## src/rtl/tinyml_quant_pkg.sv

```systemverilog
// Shared quantisation constants and the streaming FSM state type,
// common to quantize_stream and the scale_calculator users.
package tinyml_quant_pkg;

   typedef enum logic [1:0] {
      IDLE,
      RUN,
      DRAIN,
      FINISH
   } state_t;

   localparam int unsigned FRAC_BITS = 24;
   localparam int          QMAX      = 127;
   localparam int          QMIN      = -127;

endpackage

```

## src/rtl/quant_round_sat.sv

```systemverilog
// Rounds a Q(FRAC_BITS) product half toward +inf and clamps it to the
// symmetric signed range [QMIN, QMAX].
module quant_round_sat
   import tinyml_quant_pkg::*;
#(
   parameter int unsigned FRAC_BITS = 24,
   parameter int unsigned OUT_W     = 8
) (
   input  logic [63:0]      product,
   output logic [OUT_W-1:0] result
);

   // One guard bit so adding the half-LSB can never overflow.
   localparam logic signed [64:0] HALF = 65'sd1 <<< (FRAC_BITS - 1);
   localparam logic signed [64:0] HI   = 65'(QMAX);
   localparam logic signed [64:0] LO   = 65'(QMIN);

   logic signed [64:0] sum;
   logic signed [64:0] r;

   always_comb begin
      sum = $signed({product[63], product}) + HALF;
      r   = sum >>> FRAC_BITS;
      if (r > HI) begin
         result = OUT_W'(QMAX);
      end else if (r < LO) begin
         result = OUT_W'(QMIN);
      end else begin
         result = r[OUT_W-1:0];
      end
   end

endmodule

```

## src/rtl/quantize_stream.sv

```systemverilog
// Streams a vector of signed elements through scale-multiply, round and
// saturate, with a two-stage valid/ready pipeline and a done pulse.
module quantize_stream
   import tinyml_quant_pkg::*;
#(
   parameter int unsigned DATA_W    = 32,
   parameter int unsigned OUT_W     = 8,
   parameter int unsigned FRAC_BITS = 24,
   parameter int unsigned LEN_W     = 16
) (
   input  logic              clk,
   input  logic              reset_n,
   input  logic              start,
   input  logic [31:0]       reciprocal_scale,
   input  logic [LEN_W-1:0]  vec_len,
   input  logic              in_valid,
   input  logic [DATA_W-1:0] in_data,
   output logic              in_ready,
   output logic              out_valid,
   output logic [OUT_W-1:0]  out_data,
   input  logic              out_ready,
   output logic              busy,
   output logic              done
);

   state_t state;
   state_t state_next;

   logic [31:0]      scale_q;
   logic [LEN_W-1:0] len_q;
   logic [LEN_W-1:0] in_cnt;
   logic [LEN_W-1:0] out_cnt;

   logic             s1_valid;
   logic [63:0]      s1_prod;
   logic             s2_valid;
   logic [OUT_W-1:0] s2_data;

   logic [63:0]      prod;
   logic [OUT_W-1:0] rounded;
   logic             s1_adv;
   logic             s2_adv;
   logic             in_fire;
   logic             out_fire;

   always_comb begin
      s2_adv   = !s2_valid || out_ready;
      s1_adv   = !s1_valid || s2_adv;
      out_fire = s2_valid && out_ready;
      in_fire  = in_valid && in_ready;
      prod     = {{(64-DATA_W){in_data[DATA_W-1]}}, in_data} * {32'b0, scale_q};
   end

   always_ff @(posedge clk or negedge reset_n) begin
      if (!reset_n) begin
         state <= IDLE;
      end else begin
         state <= state_next;
      end
   end

   always_comb begin
      state_next = state;
      in_ready   = 1'b0;
      busy       = 1'b0;
      done       = 1'b0;
      unique case (state)
         IDLE: begin
            if (start) begin
               state_next = (vec_len != '0) ? RUN : FINISH;
            end
         end
         RUN: begin
            busy     = 1'b1;
            in_ready = (in_cnt < len_q) && s1_adv;
            if (in_valid && in_ready && (in_cnt == len_q - LEN_W'(1))) begin
               state_next = DRAIN;
            end
         end
         DRAIN: begin
            busy = 1'b1;
            if (out_fire && (out_cnt == len_q - LEN_W'(1))) begin
               state_next = FINISH;
            end
         end
         FINISH: begin
            busy       = 1'b1;
            done       = 1'b1;
            state_next = IDLE;
         end
         default: state_next = IDLE;
      endcase
   end

   always_ff @(posedge clk or negedge reset_n) begin
      if (!reset_n) begin
         scale_q  <= '0;
         len_q    <= '0;
         in_cnt   <= '0;
         out_cnt  <= '0;
         s1_valid <= 1'b0;
         s1_prod  <= '0;
         s2_valid <= 1'b0;
         s2_data  <= '0;
      end else begin
         if (state == IDLE && start) begin
            scale_q <= reciprocal_scale;
            len_q   <= vec_len;
            in_cnt  <= '0;
            out_cnt <= '0;
         end else begin
            if (in_fire) in_cnt <= in_cnt + LEN_W'(1);
            if (out_fire) out_cnt <= out_cnt + LEN_W'(1);
         end
         // Each stage loads only when its successor frees up, so a held
         // S2 element is never overwritten under back-pressure.
         if (s1_adv) begin
            s1_valid <= in_fire;
            if (in_fire) s1_prod <= prod;
         end
         if (s2_adv) begin
            s2_valid <= s1_valid;
            if (s1_valid) s2_data <= rounded;
         end
      end
   end

   quant_round_sat #(
      .FRAC_BITS(FRAC_BITS),
      .OUT_W    (OUT_W)
   ) u_round_sat (
      .product(s1_prod),
      .result (rounded)
   );

   assign out_valid = s2_valid;
   assign out_data  = s2_data;

endmodule

```

## config.mk

```make
export PLATFORM = sky130hd
export DESIGN_NAME = quantize_stream
export DESIGN_NICKNAME = d
export VERILOG_FILES = /design/src/rtl/tinyml_quant_pkg.sv /design/src/rtl/quant_round_sat.sv /design/src/rtl/quantize_stream.sv
export SDC_FILE = /design/constraint.sdc
export NUM_CORES = 2
export LEC_CHECK = 0
export CELL_PAD_IN_SITES_DETAIL_PLACEMENT = 1
export CELL_PAD_IN_SITES_GLOBAL_PLACEMENT = 1
export CORE_UTILIZATION = 30
export DETAILED_ROUTE_END_ITERATION = 12
export DONT_BUFFER_PORTS = 1
export HOLD_SLACK_MARGIN = 0.12
export PLACE_DENSITY_LB_ADDON = 0.1
export SYNTH_ARGS = -nofsm -noshare
export SYNTH_HDL_FRONTEND = slang
export SYNTH_HIERARCHICAL = 1
export SYNTH_SLANG_ARGS = --single-unit
export TNS_END_PERCENT = 30
```

## constraint.sdc

```tcl
create_clock -name clk -period 20.8 [get_ports clk]
set_input_delay 6.24 -clock clk [delete_from_list [all_inputs] [get_ports clk]]
set_output_delay 6.24 -clock clk [all_outputs]
set_load 0.02 [all_outputs]
```

# Yosys cells after proc, flatten, opt, wreduce, memory -nomap -nowiden
# Cells that the tools add are included.
[word_totals]
register_bits = 156
input_bits = 85
out_inout_bits = 12
wordCells = 58
[op_classes]
add_sub_neg = 4
n_mul = 1
magnitude_cmp = 3
n_eq_ne = 8
mux = 14
n_reduce_logical = 19
[ops]
columns = ["operator", "n"]
rows = [
  ["$add 64x25->65 const B", 1],
  ["$mul 32x33->64", 1],
  ["$mux 16", 4],
  ["$gt 41x8->1 const B", 1],
  ["$lt 41x8->1 const B", 1],
  ["$add 16x1->16 const B", 2],
  ["$eq 16x16->1", 2],
  ["$lt 16x16->1", 1],
  ["$mux 8", 2],
  ["$reduce_bool 16->1", 1],
  ["$sub 16x1->16 const B", 1],
  ["$mux 2", 4],
  ["$pmux 2 s4", 1],
  ["$logic_and 1x1->1", 7],
  ["$ne 2x2->1 const B", 3],
  ["$eq 2x2->1 const B", 2],
  ["$reduce_and 2->1", 2],
  ["$reduce_bool 2->1", 2],
  ["$mux 1", 3],
  ["$reduce_and 3->1", 1],
  ["$reduce_or 3->1", 1],
  ["$eq 2x1->1 const B", 1],
  ["$logic_not 1->1", 2],
  ["$logic_not 2->1", 1],
  ["$logic_or 1x1->1", 2],
]

# Longest topological paths before layout
[logic_depth]
word_depth = 8
depth_mapped = 28
mapped_depth_nobuf = 26

# Modules after synthesis
# The synthesis kept the hierarchy.
[by_module_without_submodules]
columns = ["module", "instances", "cells_each", "area_each_um2", "seq_area_each_um2"]
rows = [
  ["quantize_stream", 1, 4452, 41113.2, 3903.7],
  ["quant_round_sat", 1, 212, 1356.3, 0.0],
]

# Least setup slack after synthesis
# No wires, ideal clock.
[synth_timing]
kind = "input port to output port"
start = "input port out_ready"
end = "output port in_ready"
arrival_time_ns = 7.069
required_time_ns = 14.560
path_slack_ns = 7.491
path_stages = 3
n_path_buf = 0
cell_sequence = "nand3b_1 nand3b_1 nor4_1"
[synth_between]
elab_chain_len = 4
[synth_rtl]
columns = ["element", "line_no", "source"]
rows = [
  ["start, declared", "quantize_stream.sv:21", "input logic out_ready,"],
  ["$logic_or 1x1->1", "quantize_stream.sv:47", "s2_adv = !s2_valid || out_ready;"],
  ["$logic_or 1x1->1", "quantize_stream.sv:48", "s1_adv = !s1_valid || s2_adv;"],
  ["$logic_and 1x1->1", "quantize_stream.sv:75", "in_ready = (in_cnt < len_q) && s1_adv;"],
  ["$mux 1", "quantize_stream.sv:67", "unique case (state)"],
  ["end, declared", "quantize_stream.sv:18", "output logic in_ready,"],
]
# No other way between the ends.

# Worst setup path after layout
# Ends and elaborated chain as after synthesis.

==> flow_results.org <==
** Run status
- The run finished with clean final reports.

** Floorplanning
- For this configuration, the core starts out at a cell density of 0.304.
- From left edge to right edge, the die measures roughly 370 um.
- I/O pin count :: 97
- Number of standard-cell rows in the floorplan :: 135
- Core outline area :: approximately 140000 um^2
- The floorplan step defined a die boundary enclosing 140000 um^2.
- Die boundary height :: approximately 370 um

** Global route
- Summed over all layers, the global routing overflow is 0.
- Largest net degree at the start of global routing :: between 100 and 150
- Number of antenna violations at the first check in global routing :: 2
- For this run, the total global-route usage over all layers was measured as 0.200.
- Via count of the first global-routing pass :: approximately 34k
- Global-route wire length before repair :: between 200000 and 250000 um

** Critical path
- STA classifies the critical path endpoint as an output pin.
- CP Max Fanout :: 3
- Arrival time reported for the critical path endpoint :: 7420 ps
- Number of cells traversed by the worst register-to-register path :: 23
- Worst EP required :: 14560 ps
- The startpoint identified for the worst register-to-register timing path is scale_q[28].
- In this run the worst setup path begins at out_ready.
- Internal reg-to-reg setup slack :: about 12000 ps
- The worst setup path is of the primary input to output pin kind.
- The endpoint identified for the worst register-to-register timing path is s1_prod[55].
- STA classifies the critical path startpoint as a primary input.

** Routing
- Across all layers, the routed design uses just under 30k vias.
- The first TritonRoute pass finished after 5 iterations.
- Via density per instance :: 4.78
- In this run the remaining antenna-violating nets after routing total 0.
- Post-detailed-route DRC marker count :: 0
- Wire length per cell :: ~22 um
- For this block, the routed nets add up to 135000 um of wire.
- In this run, the number of DRC markers left after iteration 0 of detailed routing was between 1k and 1.5k.

** Cells and area
- Fraction of final layout cells with drive strength greater than 1 :: 0.0309
- From synthesis to final layout, the design area changed by 5.08%.
- For this run, the post-layout net count is around 5.6k.

** Yosys
- Dividing the synthesized area by the synthesized cell count gives 9.10 um^2.
- In this run the cell area of the synthesized design comes to roughly 41000 um^2.
- Number of nets produced by synthesis :: 5850
- For this run, the number of Yosys warnings is 6.
- Count of mapped cells out of synthesis :: about 4.6k

** Placed design
- Number of input and output port buffers inserted :: 0
- Post-detailed-placement half-perimeter wirelength :: around 110000 um
- At the end of routability-driven placement, the weighted congestion stood at approximately 0.80.

** Clock tree
- After clock tree synthesis, the clock-pin slew on the worst setup and hold paths is ~70 ps.
- In this run, post-CTS repair resized a total of 0 instances.
- The number of clock buffers added by TritonCTS is 17.
- For this design, the CTS-stage hold fixing added 0 buffers.
- The tree built by TritonCTS fans out to 133 sinks.
- Clock latency on the worst-skew pair, taken at its later pin, is between 500 and 600 ps.
- The root buffer cell chosen for the clock tree is sky130_fd_sc_hd__clkbuf_16.
- Count of buffers added by post-CTS timing repair for setup :: 0
- The longest clock path from root to sink contains 2 buffers.
- Number of levels in the clock H-tree :: 4
- TritonCTS built the clock tree.

** Timing
- Setup repair after global routing left no endpoint under its margin.
- For the final database, setup skew stands at roughly 23 ps.
- Total negative slack :: 0 ps
- Slew Limit Fails :: 0
- Fin crit period :: 13660 ps
- Setup violations remaining at the end of the flow were counted as 0.
- Dividing the final minimum period by the clock period gives 0.657.
- Slew at the pin with the worst max-slew slack :: ~1100 ps
- The hold violation count in the final report came to 0.
- Highest Clock Rate :: roughly 73 MHz
- The worst pin sits at a relative slew slack of 0.249.

** Worst hold path
- Hold/Removal Path Class :: register to register
- Counting instances, the worst hold path has a depth of 1.
- Hold Crit Endpoint :: out_valid
- Hold_sp :: s1_valid

** Job
- Count of maximum capacitance violations :: 0
cell usage in the layout (no fill, tap or decap), types with 18 or more instances in the layout:
| cell | instances |
|---|---|
| sky130_fd_sc_hd__a21o_1 | 37 |
| sky130_fd_sc_hd__a21oi_1 | 83 |
| sky130_fd_sc_hd__and2_1 | 638 |
| sky130_fd_sc_hd__and3_1 | 19 |
| sky130_fd_sc_hd__buf_4 | 28 |
| sky130_fd_sc_hd__dfrtp_1 | 122 |
| sky130_fd_sc_hd__fa_1 | 897 |
| sky130_fd_sc_hd__ha_1 | 316 |
| sky130_fd_sc_hd__inv_1 | 906 |
| sky130_fd_sc_hd__mux2_2 | 41 |
| sky130_fd_sc_hd__nand2_1 | 514 |
| sky130_fd_sc_hd__nand2b_1 | 18 |
| sky130_fd_sc_hd__nand3_1 | 54 |
| sky130_fd_sc_hd__nand4_1 | 42 |
| sky130_fd_sc_hd__nor2_1 | 127 |
| sky130_fd_sc_hd__nor3_1 | 32 |
| sky130_fd_sc_hd__o21ai_0 | 109 |
| sky130_fd_sc_hd__xnor2_1 | 75 |
| sky130_fd_sc_hd__xor2_1 | 55 |
state kept, by name, summed over array words and instances, names as in the netlist:
register   cells
in_cnt        16
s1_prod       41
scale_q       32
state          2
len_q         16
out_cnt       16
out_valid      1
s1_valid       1
out_data       8
layout make-up:
class / count / area, um^2
antenna: 4 / 10.0
clock buffer: 18 / 439
clock inverter: 13 / 138
fill: 15862 / 92600
inverter: 906 / 3400
multi-input combinational: 3265 / 33800
sequential: 133 / 3340
tap: 1781 / 2230
timing repair buffer: 28 / 210
routing by layer:
metal,global-route usage,up-vias,wire [um]
met3,0.0225,86,3400
met2,0.353,331,68100
met4,0.0373,2,2030
met1,0.265,15695,61200
met5,0,-,13
li1,-,13293,-
stage by stage:
step	utilization	instances	worst slack, ps	area, um^2	hold slack [ps]
floorplan	-	4552	7490	41400	445
finish	0.320	6148	7140	43500	506
CTS	0.320	6144	7160	43500	505
global route	0.320	6144	7100	43500	529
global placement	0.315	6113	6840	42900	470
detailed placement	0.315	6113	6880	42900	496
worst max-delay path by stage:
| stage | endpoint | slack (ps) | depth (start not counted) |
|---|---|---|---|
| after floorplan | in_ready | 7490 | 3 |
| after global placement | s1_prod[55] | 6840 | 23 |
| after detailed placement | s1_prod[59] | 6880 | 22 |
| after CTS | in_ready | 7160 | 3 |
| after global routing | in_ready | 7100 | 3 |
| final | in_ready | 7140 | 3 |
worst max-delay path: stages:
cell and delay [ps]:
sky130_fd_sc_hd__nand3b_1 260, sky130_fd_sc_hd__nand3b_1 120, sky130_fd_sc_hd__nor4_1 800
Power is not shown: default switching activity piles up to over one toggle a cycle in this logic, so the estimate is an artifact.
